$ cat src/rtl/tamagotchi_pkg.sv
// Shared definitions for the Tamagotchi core: activity codes, scheduler FSM states and
// attribute width.
package tamagotchi_pkg;

  localparam int unsigned AttrW = 8;

  localparam logic [2:0] EstIdle      = 3'b000;
  localparam logic [2:0] EstComendo   = 3'b001;
  localparam logic [2:0] EstDormindo  = 3'b010;
  localparam logic [2:0] EstDandoAula = 3'b011;

  typedef enum logic [2:0] {
    StEspera,
    StAtuFome,
    StAtuSono,
    StAtuFelic,
    StAvalia
  } agendador_state_e;

endpackage

$ cat src/rtl/somador_saturado.sv
// Combinational 8-bit add/subtract with a 9-bit intermediate, clamped to [0, 255].
module somador_saturado
  import tamagotchi_pkg::*;
(
  input  logic [AttrW-1:0] a,
  input  logic [AttrW-1:0] b,
  input  logic             sub,
  output logic [AttrW-1:0] y
);

  logic [AttrW:0] soma;

  always_comb begin
    if (sub) soma = {1'b0, a} - {1'b0, b};
    else     soma = {1'b0, a} + {1'b0, b};
    // Bit 8 flags overflow on add and borrow on subtract.
    if (soma[AttrW]) y = sub ? '0 : '1;
    else             y = soma[AttrW-1:0];
  end

endmodule

$ cat src/rtl/agendador_atributos.sv
// Per-second attribute scheduler: 1 s prescaler plus a four-step update pass through one
// shared saturating adder. Optional AGENDADOR_PAUSA_EN adds a pausa input that freezes time.
module agendador_atributos
  import tamagotchi_pkg::*;
#(
  parameter int unsigned TICK_DIV    = 100,
  parameter int unsigned INC_STEP    = 10,
  parameter int unsigned DEC_STEP    = 1,
  parameter int unsigned DEC_FOME_S  = 3,
  parameter int unsigned DEC_SONO_S  = 5,
  parameter int unsigned DEC_FELIC_S = 4,
  parameter int unsigned VAL_INICIAL = 100,
  parameter int unsigned CRIT_LIM    = 20
) (
  input  logic             clk,
  input  logic             rst_n,
  input  logic [2:0]       estado,
`ifdef AGENDADOR_PAUSA_EN
  input  logic             pausa,
`endif
  output logic [AttrW-1:0] fome,
  output logic [AttrW-1:0] sono,
  output logic [AttrW-1:0] felicidade,
  output logic             tick_seg,
  output logic [2:0]       critico,
  output logic             morto
);

  localparam int unsigned PreW = $clog2(TICK_DIV);
  localparam int unsigned DecW = 16;
  localparam logic [PreW-1:0]  PreMax  = PreW'(TICK_DIV - 1);
  localparam logic [AttrW-1:0] ValIni  = AttrW'(VAL_INICIAL);
  localparam logic [AttrW-1:0] IncStep = AttrW'(INC_STEP);
  localparam logic [AttrW-1:0] DecStep = AttrW'(DEC_STEP);
  localparam logic [AttrW-1:0] CritLim = AttrW'(CRIT_LIM);

  logic pausa_int;
`ifdef AGENDADOR_PAUSA_EN
  assign pausa_int = pausa;
`else
  assign pausa_int = 1'b0;
`endif

  agendador_state_e state_q, state_d;
  logic [2:0]       estado_q, estado_d;
  logic [PreW-1:0]  pre_q, pre_d;
  logic [AttrW-1:0] fome_q, fome_d, sono_q, sono_d, felic_q, felic_d;
  logic [DecW-1:0]  cnt_fome_q, cnt_fome_d, cnt_sono_q, cnt_sono_d, cnt_felic_q, cnt_felic_d;
  logic [2:0]       critico_q, critico_d;
  logic             morto_q, morto_d;

  // Operand selection for the shared adder, driven by the current ATU state.
  logic [AttrW-1:0] sel_val, soma;
  logic             sel_ativo, cnt_hit, upd_attr, upd_cnt;
  logic [DecW-1:0]  sel_cnt, sel_lim, cnt_prox;

  always_comb begin
    sel_val   = fome_q;
    sel_ativo = 1'b0;
    sel_cnt   = cnt_fome_q;
    sel_lim   = DecW'(DEC_FOME_S - 1);
    case (state_q)
      StAtuFome: begin
        sel_val   = fome_q;
        sel_ativo = (estado_q == EstComendo);
        sel_cnt   = cnt_fome_q;
        sel_lim   = DecW'(DEC_FOME_S - 1);
      end
      StAtuSono: begin
        sel_val   = sono_q;
        sel_ativo = (estado_q == EstDormindo);
        sel_cnt   = cnt_sono_q;
        sel_lim   = DecW'(DEC_SONO_S - 1);
      end
      StAtuFelic: begin
        sel_val   = felic_q;
        sel_ativo = (estado_q == EstDandoAula);
        sel_cnt   = cnt_felic_q;
        sel_lim   = DecW'(DEC_FELIC_S - 1);
      end
      default: ;
    endcase
  end

  assign cnt_hit  = (sel_cnt == sel_lim);
  assign upd_cnt  = !morto_q;
  assign upd_attr = !morto_q && (sel_ativo || cnt_hit);
  assign cnt_prox = (sel_ativo || cnt_hit) ? '0 : sel_cnt + 1'b1;

  somador_saturado u_somador (
    .a  (sel_val),
    .b  (sel_ativo ? IncStep : DecStep),
    .sub(!sel_ativo),
    .y  (soma)
  );

  assign tick_seg = (pre_q == PreMax) && !pausa_int;

  always_comb begin
    state_d     = state_q;
    estado_d    = estado_q;
    pre_d       = pre_q;
    fome_d      = fome_q;
    sono_d      = sono_q;
    felic_d     = felic_q;
    cnt_fome_d  = cnt_fome_q;
    cnt_sono_d  = cnt_sono_q;
    cnt_felic_d = cnt_felic_q;
    critico_d   = critico_q;
    morto_d     = morto_q;

    if (!pausa_int) pre_d = (pre_q == PreMax) ? '0 : pre_q + 1'b1;

    case (state_q)
      StEspera: begin
        if (tick_seg) begin
          state_d  = StAtuFome;
          estado_d = estado;
        end
      end
      StAtuFome: begin
        state_d = StAtuSono;
        if (upd_attr) fome_d = soma;
        if (upd_cnt) cnt_fome_d = cnt_prox;
      end
      StAtuSono: begin
        state_d = StAtuFelic;
        if (upd_attr) sono_d = soma;
        if (upd_cnt) cnt_sono_d = cnt_prox;
      end
      StAtuFelic: begin
        state_d = StAvalia;
        if (upd_attr) felic_d = soma;
        if (upd_cnt) cnt_felic_d = cnt_prox;
      end
      StAvalia: begin
        state_d   = StEspera;
        critico_d = {felic_q < CritLim, sono_q < CritLim, fome_q < CritLim};
        if (fome_q == '0 && sono_q == '0 && felic_q == '0) morto_d = 1'b1;
      end
      default: state_d = StEspera;
    endcase
  end

  always_ff @(posedge clk or negedge rst_n) begin
    if (!rst_n) begin
      state_q     <= StEspera;
      estado_q    <= EstIdle;
      pre_q       <= '0;
      fome_q      <= ValIni;
      sono_q      <= ValIni;
      felic_q     <= ValIni;
      cnt_fome_q  <= '0;
      cnt_sono_q  <= '0;
      cnt_felic_q <= '0;
      critico_q   <= '0;
      morto_q     <= 1'b0;
    end else begin
      state_q     <= state_d;
      estado_q    <= estado_d;
      pre_q       <= pre_d;
      fome_q      <= fome_d;
      sono_q      <= sono_d;
      felic_q     <= felic_d;
      cnt_fome_q  <= cnt_fome_d;
      cnt_sono_q  <= cnt_sono_d;
      cnt_felic_q <= cnt_felic_d;
      critico_q   <= critico_d;
      morto_q     <= morto_d;
    end
  end

  assign fome       = fome_q;
  assign sono       = sono_q;
  assign felicidade = felic_q;
  assign critico    = critico_q;
  assign morto      = morto_q;

endmodule
$ cat config.mk
export PLATFORM = sky130hd
export DESIGN_NAME = agendador_atributos
export DESIGN_NICKNAME = d
export VERILOG_FILES = /design/src/rtl/tamagotchi_pkg.sv /design/src/rtl/somador_saturado.sv /design/src/rtl/agendador_atributos.sv
export SDC_FILE = /design/constraint.sdc
export NUM_CORES = 1
export LEC_CHECK = 0
export CAP_MARGIN = 30
export CELL_PAD_IN_SITES_DETAIL_PLACEMENT = 1
export CELL_PAD_IN_SITES_GLOBAL_PLACEMENT = 1
export CORE_ASPECT_RATIO = 1.25
export CORE_UTILIZATION = 49
export CTS_BUF_LIST = sky130_fd_sc_hd__clkbuf_8
export DETAILED_ROUTE_END_ITERATION = 10
export PLACE_DENSITY = 0.86
export SLEW_MARGIN = 10
export SYNTH_ARGS = -nofsm -noshare
export SYNTH_HDL_FRONTEND = slang
export SYNTH_SLANG_ARGS = --single-unit
$ cat constraint.sdc
create_clock -name clk -period 3.9 [get_ports clk]
set_input_delay 0.78 -clock clk [delete_from_list [all_inputs] [get_ports clk]]
set_output_delay 0.78 -clock clk [all_outputs]
set_load 0.02 [all_outputs]
### After elaboration in Yosys (flattened, before gate mapping)

Cells that the tools add are included.

* flip-flop bits (word level): 89
* input bits: 5
* output and inout port bits: 29
* logic and storage cells: 58

* add/subtract/negate cells: 4
* $lt $le $gt $ge: 3
* eq/ne operators: 10
* muxes and demuxes: 12
* bitwise logic cells: 1
* reduce and logical (&&, ||, !) cells: 17

Operators with widths (number)
* 16-bit case mux with 2 select lines: 1
* 8-bit logical NOT: 3
* 8-bit by 5-bit < comparator with 1-bit output, second input constant: 3
* 16-bit by 1-bit adder with 16-bit output, second input constant: 1
* 16-bit equality test: 1
* 16-bit 2-to-1 mux: 1
* 8-bit 2-to-1 mux: 2
* 8-bit case mux with 2 select lines: 1
* 2-bit AND reduction: 8
* 3-bit by 2-bit equality test with 1-bit output, second input constant: 4
* 3-bit case mux with 4 select lines: 1
* 8-bit by 4-bit adder with 9-bit output: 1
* 9-bit 2-to-1 mux: 1
* 8-bit by 4-bit subtractor with 9-bit output: 1
* 7-bit by 1-bit adder with 7-bit output, second input constant: 1
* 7-bit equality test, second input constant: 1
* 7-bit 2-to-1 mux: 1
* 3-bit by 1-bit equality test with 1-bit output, second input constant: 2
* 3-bit case mux with 2 select lines: 1
* 4-bit 2-to-1 mux: 1
* 3-bit equality test, second input constant: 1
* 1-bit logical AND: 3
* 3-bit logical NOT: 1
* 3-bit 2-to-1 mux: 1
* 5 further kinds: 5

### Longest topological paths before layout

Gate-level depths: netlist of the first run.

* depth after elaboration: 6
* gate-level depth with buffers: 14

### Cells and area by module

Synthesis of the first run repeated with hierarchy kept, for this count alone.

* cell total of the unflattened synthesis: 509
* area total of the unflattened synthesis: 5172.5 µm²

Modules (own cells, without submodules)
* agendador_atributos: instances 1, cells each 414, area each 4444.3 µm², seq. area each 2238.4 µm²
* somador_saturado: instances 1, cells each 95, area each 728.2 µm², seq. area each 0.0 µm²

### Worst setup path after synthesis of the first run

OpenSTA, ideal clock, no wires.

* kind: register to register
* start point: reg state_q[2]
* end point: reg felic_q[1] (netlist: felicidade[1])
* arrival time: 3012 ps
* required time: 3775 ps
* slack: 763 ps
* cell stages (with the launch flop): 12
* buffers on the path: 1
* cells stage by stage: dfrtp_1 -> buf_2 -> or4bb_1 -> o32ai_2 -> inv_1 -> ha_1 -> or3_1 -> nor3_1 -> a21oi_1 -> nor2_1 -> o21ai_1 -> mux2_4

* cells in the longest elaborated chain, start to end: 6

Ends and longest elaborated chain
* start: declaration: RTL line agendador_atributos.sv:44 `agendador_state_e state_q, state_d;`
* start signal: assignment: RTL line agendador_atributos.sv:147 `state_q <= StEspera;`
* start signal: assignment: RTL line agendador_atributos.sv:159 `state_q <= state_d;`
* 3-bit by 2-bit equality test with 1-bit output, or another cell as far along: RTL line agendador_atributos.sv:62, agendador_atributos.sv:114
* 1-bit case mux with 3 select lines, or another cell as far along: RTL line agendador_atributos.sv:62 `case (state_q)`
* 4-bit 2-to-1 mux / 16-bit equality test (equally long branches): RTL line agendador_atributos.sv:92, agendador_atributos.sv:85
* 8-bit by 4-bit subtractor with 9-bit output, or another cell as far along: RTL line somador_saturado.sv:14 `if (sub) soma = {1'b0, a} - {1'b0, b};`
* 9-bit 2-to-1 mux / 1-bit logical AND (equally long branches): RTL line somador_saturado.sv:14, agendador_atributos.sv:87
* 8-bit 2-to-1 mux / 2-bit AND reduction (equally long branches)
* end signal: assignment: RTL line agendador_atributos.sv:152 `felic_q <= ValIni;`
* end signal: assignment: RTL line agendador_atributos.sv:164 `felic_q <= felic_d;`
* end: declaration: RTL line agendador_atributos.sv:47 `logic [AttrW-1:0] fome_q, fome_d, sono_q, sono_d, felic_q, felic_d;`

Several ways; a longest one is shown, not always the timed one.
A chain may end at the register's enable or synchronous reset.

### Worst setup path after layout of the first run

* start point: reg state_q[2]
* end point: reg sono_q[3] (netlist: sono[3])

* cells in the longest elaborated chain, start to end: 6

Ends and longest elaborated chain
* 3-bit by 2-bit equality test with 1-bit output, or another cell as far along: RTL line agendador_atributos.sv:62
* 1-bit case mux with 3 select lines, or another cell as far along: RTL line agendador_atributos.sv:62
* 4-bit 2-to-1 mux / 16-bit equality test (equally long branches): RTL line agendador_atributos.sv:92, agendador_atributos.sv:85
* 8-bit by 4-bit subtractor with 9-bit output, or another cell as far along: RTL line somador_saturado.sv:14
* 9-bit 2-to-1 mux / 1-bit logical AND (equally long branches): RTL line somador_saturado.sv:14, agendador_atributos.sv:87
* 8-bit 2-to-1 mux / 2-bit AND reduction (equally long branches)
* end signal: assignment: RTL line agendador_atributos.sv:151 `sono_q <= ValIni;`
* end signal: assignment: RTL line agendador_atributos.sv:163 `sono_q <= sono_d;`
* end: declaration: RTL line agendador_atributos.sv:47

Several ways; a longest one is shown, not always the timed one.

==> flow_summary_export.csv, run 1 <==
group,metric,value,unit
run_status,status,"finished, final reports clean",
die,design.die.area,0.0105,mm2
pwr,peakVddDrop,0.174,mV
place,place_hpwl,9350,um
route,drt-met1-wl,5110,um
cells_and_area,nFillCells,1086,
sta,finClkSkew,0.00815,ns
sta,worstMarginPinSlew,0.953,ns
clock_network,cts_buffer_depth,2,
route,first_pass_iters,4,
die,chipWidth,91.8,um
synthesis,synth_seq_area_share,45.3,%
die,die_h,114,um
global_route,grt_max_degree,59,
route,met3_length,364,um
pwr,power.density_cell_area,287,mW/mm2
die,io_pins,34,
clock_network,cts-buffers-inserted,9,
synthesis,ys.flop_type,"dfrtp_1",
worst_setup_path,crit_chain,"nand2b_1 -> o21ai_0 -> ha_1 -> or3_1 -> nor3_1 -> a21oi_1 -> nor2_1 -> a21oi_1 -> mux2_1",
sta,setup_viol,0,
synthesis,synthArstFlopShare,100,%
die,placementRows,40,
worst_setup_path,cp-end-kind,"flip-flop",
synthesis,yosys_warnings,0,
cells_and_area,mostFrequentLayoutCells,"80 x nand2_1, 80 x dfrtp_1, 50 x o21ai_0",
sta,timing.slew.headroom,36.5,%
job,maxCapViolations,0,
synthesis,syn_area_per_cell,10.3,um2
pwr,cellLeakagePower,2.35,nW
place,place_congestion,0.898,
cells_and_area,syn_to_final_growth,12.6,%
sta,setup_tns,0,ns
cells_and_area,finalInstanceArea,0.00556,mm2
cells_and_area,nets,525,
sta,period_minus_slack,3.47,ns
route,top_layer_used,"met4",
clock_network,clkSinkCount,89,
clock_network,post_cts_buffers,0,
sta,period_share,89.1,%
cells_and_area,final_cells,643,
worst_setup_path,crit_top_cell,"a21oi_1",
route,ant_nets,0,
die,floorplan.initialDensity,50.9,%
worst_setup_path,slowest_stage,"nand2b_1",
cells_and_area,n_antenna_cell,0,
clock_network,hold_buffers,0,
clock_network,cts_root_buffer,"clkbuf_8",
worst_setup_path,crit_path_max_fanout,18,
global_route,antenna_found_initial,0,
place,dpl_cell_area,0.00537,mm2
route,wl_per_cell,20.1,um
route,vias_per_cell,5.90,
route,wirelength,12900,um
synthesis,synth.distinct_cells,60,
die,fp.coreArea,0.00971,mm2
cells_and_area,drive_above_1_share,16.1,%
place,placedCellCount,627,
worst_setup_path,critPathLaunchType,"flip-flop",
route,drt-initial-drc-count,173,
clock_network,h-tree-depth,3,
sta,finalHoldViolations,0,
clock_network,clk_pin_slew,0.09,ns
worst_setup_path,crit_required,4.16,ns
worst_setup_path,cp-startpoint,"state_q[2]$_DFFE_PN0P_",
worst_setup_path,crit_type,"flip-flop to flip-flop",
synthesis,ys_ff_latch,89,
sta,slew_viol_final,0,
synthesis,synth_fp_nets,493,
route,dr_total_vias,3791,
global_route,grt_pass1_vias,4298,
sta,max_freq,288,MHz
sta,rsz0062_at_grt,"no",
clock_network,insertion_delay,0.38,ns
synthesis,synth_edf_count,0,
synthesis,netlist_area,0.00494,mm2
pwr,power.total,1.60,mW
clock_network,post_cts_resized,0,
worst_setup_path,critPathMaxStageDelay,0.65,ns
min_path,hp-class,"primary input to async pin",
global_route,grt_pass1_wl,21900,um
route,met2WireLength,7010,um
global_route,grt_use_total,27.5,%
synthesis,syn_inst,480,
route,drc_errors,0,
clock_network,cts_tree,"done",
global_route,grt.overflow.total,0,
worst_setup_path,worstReg2RegStart,"state_q[2]$_DFFE_PN0P_",
worst_setup_path,critPathArrivalTime,3.73,ns
place,io_buffers,33,
[final cells by class]
class / count / area (um2) / share of cell area, %
clock inverters: 7 / 68.8 / 1.24
well taps: 126 / 158 / 2.83
clock buffers: 9 / 124 / 2.23
multi-input cells: 361 / 2520 / 45.3
inverters: 7 / 26.3 / 0.472
repair buffers: 44 / 430 / 7.74
flip-flops and latches: 89 / 2240 / 40.2
[final timing paths]
check | endpoint | slack (ns) | cells past startpoint
setup / recovery | sono[3]$_DFFE_PN0P_ | 0.43 | 9
hold reg to reg | cnt_sono_q[9]$_DFFE_PN0P_ | 0.49 | 2
hold / removal | cnt_felic_q[15]$_DFFE_PN0P_ | 0.31 | 1
min in group clk | cnt_sono_q[9]$_DFFE_PN0P_ | 0.49 | 2
max in group asynchronous | fome[6]$_DFFE_PN1P_ | 2.72 | 3
setup reg to reg | sono[3]$_DFFE_PN0P_ | 0.43 | 9
[sequential cells by signal (all words and copies together), names as in the netlist]
signal / flops
cnt_felic_q: 16
cnt_fome_q: 16
cnt_sono_q: 16
felicidade: 8
fome: 8
sono: 8
pre_q: 7
critico: 3
estado_q: 3
state_q: 3
morto: 1
[worst max-delay path, delay by kind of cell (launching register included)]
family	cells	cell delay, ns
simple gates	4	1.65
mux	1	0.33
flops	1	0.55
compound gates	3	0.56
fa+ha+maj	1	0.27
[cell usage after synthesis (all sizes together) (5+ instances only)]
cell type | instances | area [um2]
dfrtp | 80 | 2000
nor2b | 5 | 38.8
ha | 8 | 100
inv | 7 | 26.3
nand2b | 8 | 72.6
clkbuf | 11 | 41.3
nand4 | 7 | 43.8
a21oi | 13 | 68.8
buf | 12 | 119
mux2i | 23 | 258
o21ai | 60 | 300
nor3 | 9 | 50.1
nand3 | 5 | 25.0
nand2 | 80 | 300
nor2 | 24 | 90.1
nor4 | 8 | 68.8
xor2 | 9 | 78.8
mux2 | 46 | 559
dfstp | 9 | 236
xnor2 | 15 | 131
[cells by family (layout without fill, tap and decap cells)]
| group | Yosys count | after routing | synth area share (%) |
|---|---|---|---|
| multiplexers | 69 | 69 | 16.5 |
| buffers and inverters | 30 | 67 | 3.77 |
| XOR/XNOR | 24 | 24 | 4.25 |
| AND/OR/NAND/NOR | 166 | 166 | 17.1 |
| AO/OA/AOI/OAI | 94 | 94 | 11.1 |
| flip-flops | 89 | 89 | 45.3 |
| adder cells (fa/ha/maj) | 8 | 8 | 2.03 |
[per-layer routing]
| metal | up-vias | GRT usage [%] |
|---|---|---|
| met4 | 0 | 12.9 |
| met2 | 80 | 50.8 |
| met3 | 30 | 5.58 |
| met1 | 1929 | 30.2 |
| li1 | 1752 | - |
| met5 | - | 0 |
[power breakdown]
part | switching [mW] | internal, mW | total [mW]
Combinational | 0.0196 | 0.00846 | 0.0281
Clock | 0.348 | 0.295 | 0.643
Sequential | 0.00159 | 0.924 | 0.926
[per-stage QoR]
step | util, % | setup WS [ns] | hold slack, ns
floorplan | - | 0.763 | 0.442
global placement | 55.0 | 0.704 | 0.455
detailed placement | 55.3 | 0.488 | 0.470
CTS | 57.3 | 0.444 | 0.304
global route | 57.3 | 0.145 | 0.309
finish | 57.3 | 0.426 | 0.308
Power figures use the tool's default switching activity.
==> run 2, diff against run 1 <==
--- a/config.mk
+++ b/config.mk
@@ -16,4 +16,5 @@
 export SLEW_MARGIN = 10
 export SYNTH_ARGS = -nofsm -noshare
 export SYNTH_HDL_FRONTEND = slang
+export SYNTH_HIERARCHICAL = 1
 export SYNTH_SLANG_ARGS = --single-unit
==> run 2 against run 1 <==
Against the previous run:
- combinational power increased by 79%
- sequential share of layout area is 2.3 points lower
- critical path depth up 7
- synthesized cell count rose by 6.0%
- cell count is 6.8% higher
- clock skew rose by 0.0056 ns
- hold slack improved by 0.064 ns
- largest power group unchanged
==> flow_summary_export.csv, run 2 <==
group,metric,value,unit
pwr,seqPwrFrac,59.3,%
global_route,grt.overflow.total,0,
cells_and_area,mostFrequentLayoutCells,"79 x dfrtp_1, 77 x nand2_1, 42 x o31ai_1",
die,placementRows,41,
clock_network,clk_pin_slew,0.09,ns
pwr,clkPwrFrac,37.5,%
clock_network,clkSinkCount,89,
route,ant_nets,0,
pwr,cellLeakagePower,2.52,nW
global_route,grt_use_total,25.4,%
synthesis,yosysTopAreaCell,"dfrtp_1",
run_status,status,"finished, final reports clean",
synthesis,synth.distinct_cells,69,
clock_network,cts_buffer_depth,2,
min_path,hp-class,"primary input to async pin",
cells_and_area,final_cells,687,
pwr,netSwitchingPower,376,uW
route,drc_errors,0,
sta,timing.slew.headroom,49.3,%
synthesis,yosys.area_share.simple,15.6,%
sta,worstMarginPinSlew,0.759,ns
route,drt-initial-drc-count,123,
die,fp.coreArea,0.0102,mm2
worst_setup_path,r2r-end,"felicidade[4]$_DFFE_PN0P_",
worst_setup_path,crit_path_max_fanout,8,
synthesis,ys.flop_type,"dfrtp_1",
die,design.die.area,0.0110,mm2
synthesis,synthArstFlopShare,100,%
synthesis,synth_edf_count,0,
synthesis,yosys.cell_count.top_type,"dfrtp_1",
clock_network,insertion_delay,0.37,ns
cells_and_area,final_common_cell,"dfrtp_1",
pwr,swShare,24.1,%
sta,rsz0062_at_grt,"yes",
synthesis,syn_inst,509,
worst_setup_path,crit_required,4.15,ns
worst_setup_path,crit_type,"flip-flop to flip-flop",
place,place_hpwl,9110,um
sta,finalHoldViolations,0,
cells_and_area,drive_above_1_share,16.7,%
pwr,p_int,1.19,mW
die,die_h,117,um
synthesis,synth-compound-area-share,14.1,%
sta,setup_viol,0,
place,io_buffers,33,
sta,setup_tns,0,ns
cells_and_area,reg_top3,"cnt_felic_q: 16 flops, cnt_fome_q: 16 flops, cnt_sono_q: 16 flops",
cells_and_area,nFillCells,1163,
worst_setup_path,critPathLaunchType,"flip-flop",
global_route,grt_pass1_vias,4285,
pwr,peakVddDrop,0.161,mV
synthesis,synthTopCellsByCount,"80 x dfrtp_1, 77 x nand2_1, 42 x o31ai_1",
global_route,antenna_found_initial,0,
synthesis,synth_fa_ha_area_share,3.05,%
sta,period_share,96.2,%
clock_network,cts-buffers-inserted,9,
synthesis,synth_top_area_share,38.7,%
synthesis,synth_top_family_by_area,"simple AND/OR/NAND/NOR gates",
die,io_pins,34,
sta,max_freq,266,MHz
place,place_congestion,0.864,
cells_and_area,syn_to_final_growth,14.2,%
sta,slew_viol_final,0,
synthesis,synth_seq_area_share,43.3,%
worst_setup_path,cp-end-kind,"flip-flop",
worst_setup_path,r2r_slack,0.15,ns
worst_setup_path,worstReg2RegStart,"state_q[1]$_DFFE_PN0P_",
pwr,power.density_cell_area,264,mW/mm2
synthesis,synth.area.top_cells,"dfrtp_1 39%, o31ai_1 6.1%, nand2_1 5.6%",
route,first_pass_iters,4,
synthesis,yosys_warnings,6,
clock_network,cts_tree,"done",
clock_network,cts_root_buffer,"clkbuf_8",
route,wl_per_cell,19.5,um
synthesis,synth_mux_area_share,14.7,%
route,wirelength,13400,um
worst_setup_path,ff2ff_path_depth,16,
job,maxCapViolations,0,
cells_and_area,nets,570,
die,chipWidth,93.9,um
pwr,pwr-share-comb,3.2,%
global_route,grt_max_degree,54,
die,floorplan.initialDensity,50.9,%
synthesis,ys_ff_latch,89,
clock_network,h-tree-depth,3,
clock_network,hold_buffers,0,
synthesis,synth_xor_area_share,5.44,%
sta,period_minus_slack,3.75,ns
global_route,grt_pass1_wl,21300,um
sta,finClkSkew,0.0138,ns
place,placedCellCount,667,
route,vias_per_cell,5.83,
sta,whs,0.372,ns
synthesis,syn_area_per_cell,10.2,um2
synthesis,netlist_area,0.00517,mm2
place,pre_cts_ws,0.216,ns
route,dr_total_vias,4008,
worst_setup_path,critPathArrivalTime,4.00,ns
cells_and_area,n_antenna_cell,0,
sta,worst_slack,0.146,ns
pwr,power.total,1.56,mW
-- run 2: logic make-up (layout without fill, tap and decap cells) --
kind of cell,count (synthesis),count (layout)
simple gates,165,165
mux,70,70
buf+inv,40,76
xor+xnor,30,30
compound gates,102,102
fa+ha+maj,12,12
other cells,1,14
flops,89,89
-- run 2: area by class of cell --
type	count	area, um2	share of cell area, %
Timing Repair Buffer	49	468	7.92
Tap cell	129	161	2.73
Multi-Input combinational cell	393	2830	47.8
Sequential cell	89	2240	37.9
Clock buffer	10	138	2.33
Inverter	11	41.3	0.699
Clock inverter	6	33.8	0.572
-- run 2: worst max path at each step --
stage | startpoint | end | slack (ns) | cells after the start
floorplan | state_q[0]$_DFFE_PN0P_ | felicidade[0]$_DFFE_PN0P_ | 0.02 | 17
global placement | state_q[1]$_DFFE_PN0P_ | sono[3]$_DFFE_PN0P_ | 0.35 | 7
detailed placement | state_q[1]$_DFFE_PN0P_ | felicidade[0]$_DFFE_PN0P_ | 0.22 | 14
CTS | state_q[1]$_DFFE_PN0P_ | felicidade[1]$_DFFE_PN0P_ | 0.05 | 14
global route | state_q[1]$_DFFE_PN0P_ | felicidade[4]$_DFFE_PN0P_ | -0.09 | 16
finish | state_q[1]$_DFFE_PN0P_ | felicidade[4]$_DFFE_PN0P_ | 0.15 | 16
-- run 2: what timing repair did --
action	4_1_cts	5_1_grt
setup buffers	0	4
gates resized for setup	0	8
endpoints found under the setup margin	0	24
-- run 2: metrics by stage --
step                util (%)  area, um2
global route            58.2       5910
finish                  58.2       5910
global placement        55.6       5650
detailed placement      55.9       5680
floorplan                  -       5230
CTS                     57.6       5850
-- run 2: power by group through the flow --
stage | Clock, mW | Combinational [mW] | Sequential, mW
finish | 0.586 | 0.0502 | 0.925
global route | 0.637 | 0.0567 | 0.926
CTS | 0.600 | 0.0499 | 0.925
detailed placement | 0 | 0.0494 | 0.943
global placement | 0 | 0.0434 | 0.943
floorplan | 0 | 0.0193 | 0.943
-- run 2: per-layer routing --
layer	global-route usage, %	up-vias	routed length (um)
li1	-	1895	-
met1	28.4	2033	5390
met2	47.3	52	7300
met3	4.72	28	290
met4	10.4	0	415
met5	0	-	0
-- run 2: worst max-delay path, cell delays in order (launching register included) --
cell and delay [ns]:
dfrtp_2 0.44, nor4bb_2 0.31, a31oi_1 0.09, nor3_2 0.22, buf_4 0.20, inv_1 0.05, ha_1 0.21, nor3b_2 0.18
nor2_1 0.12, xnor2_1 0.08, ha_1 0.38, nand2_1 0.15, o21a_1 0.23, o31a_4 0.16, xnor2_4 0.30, a21oi_1 0.18
mux2_1 0.32
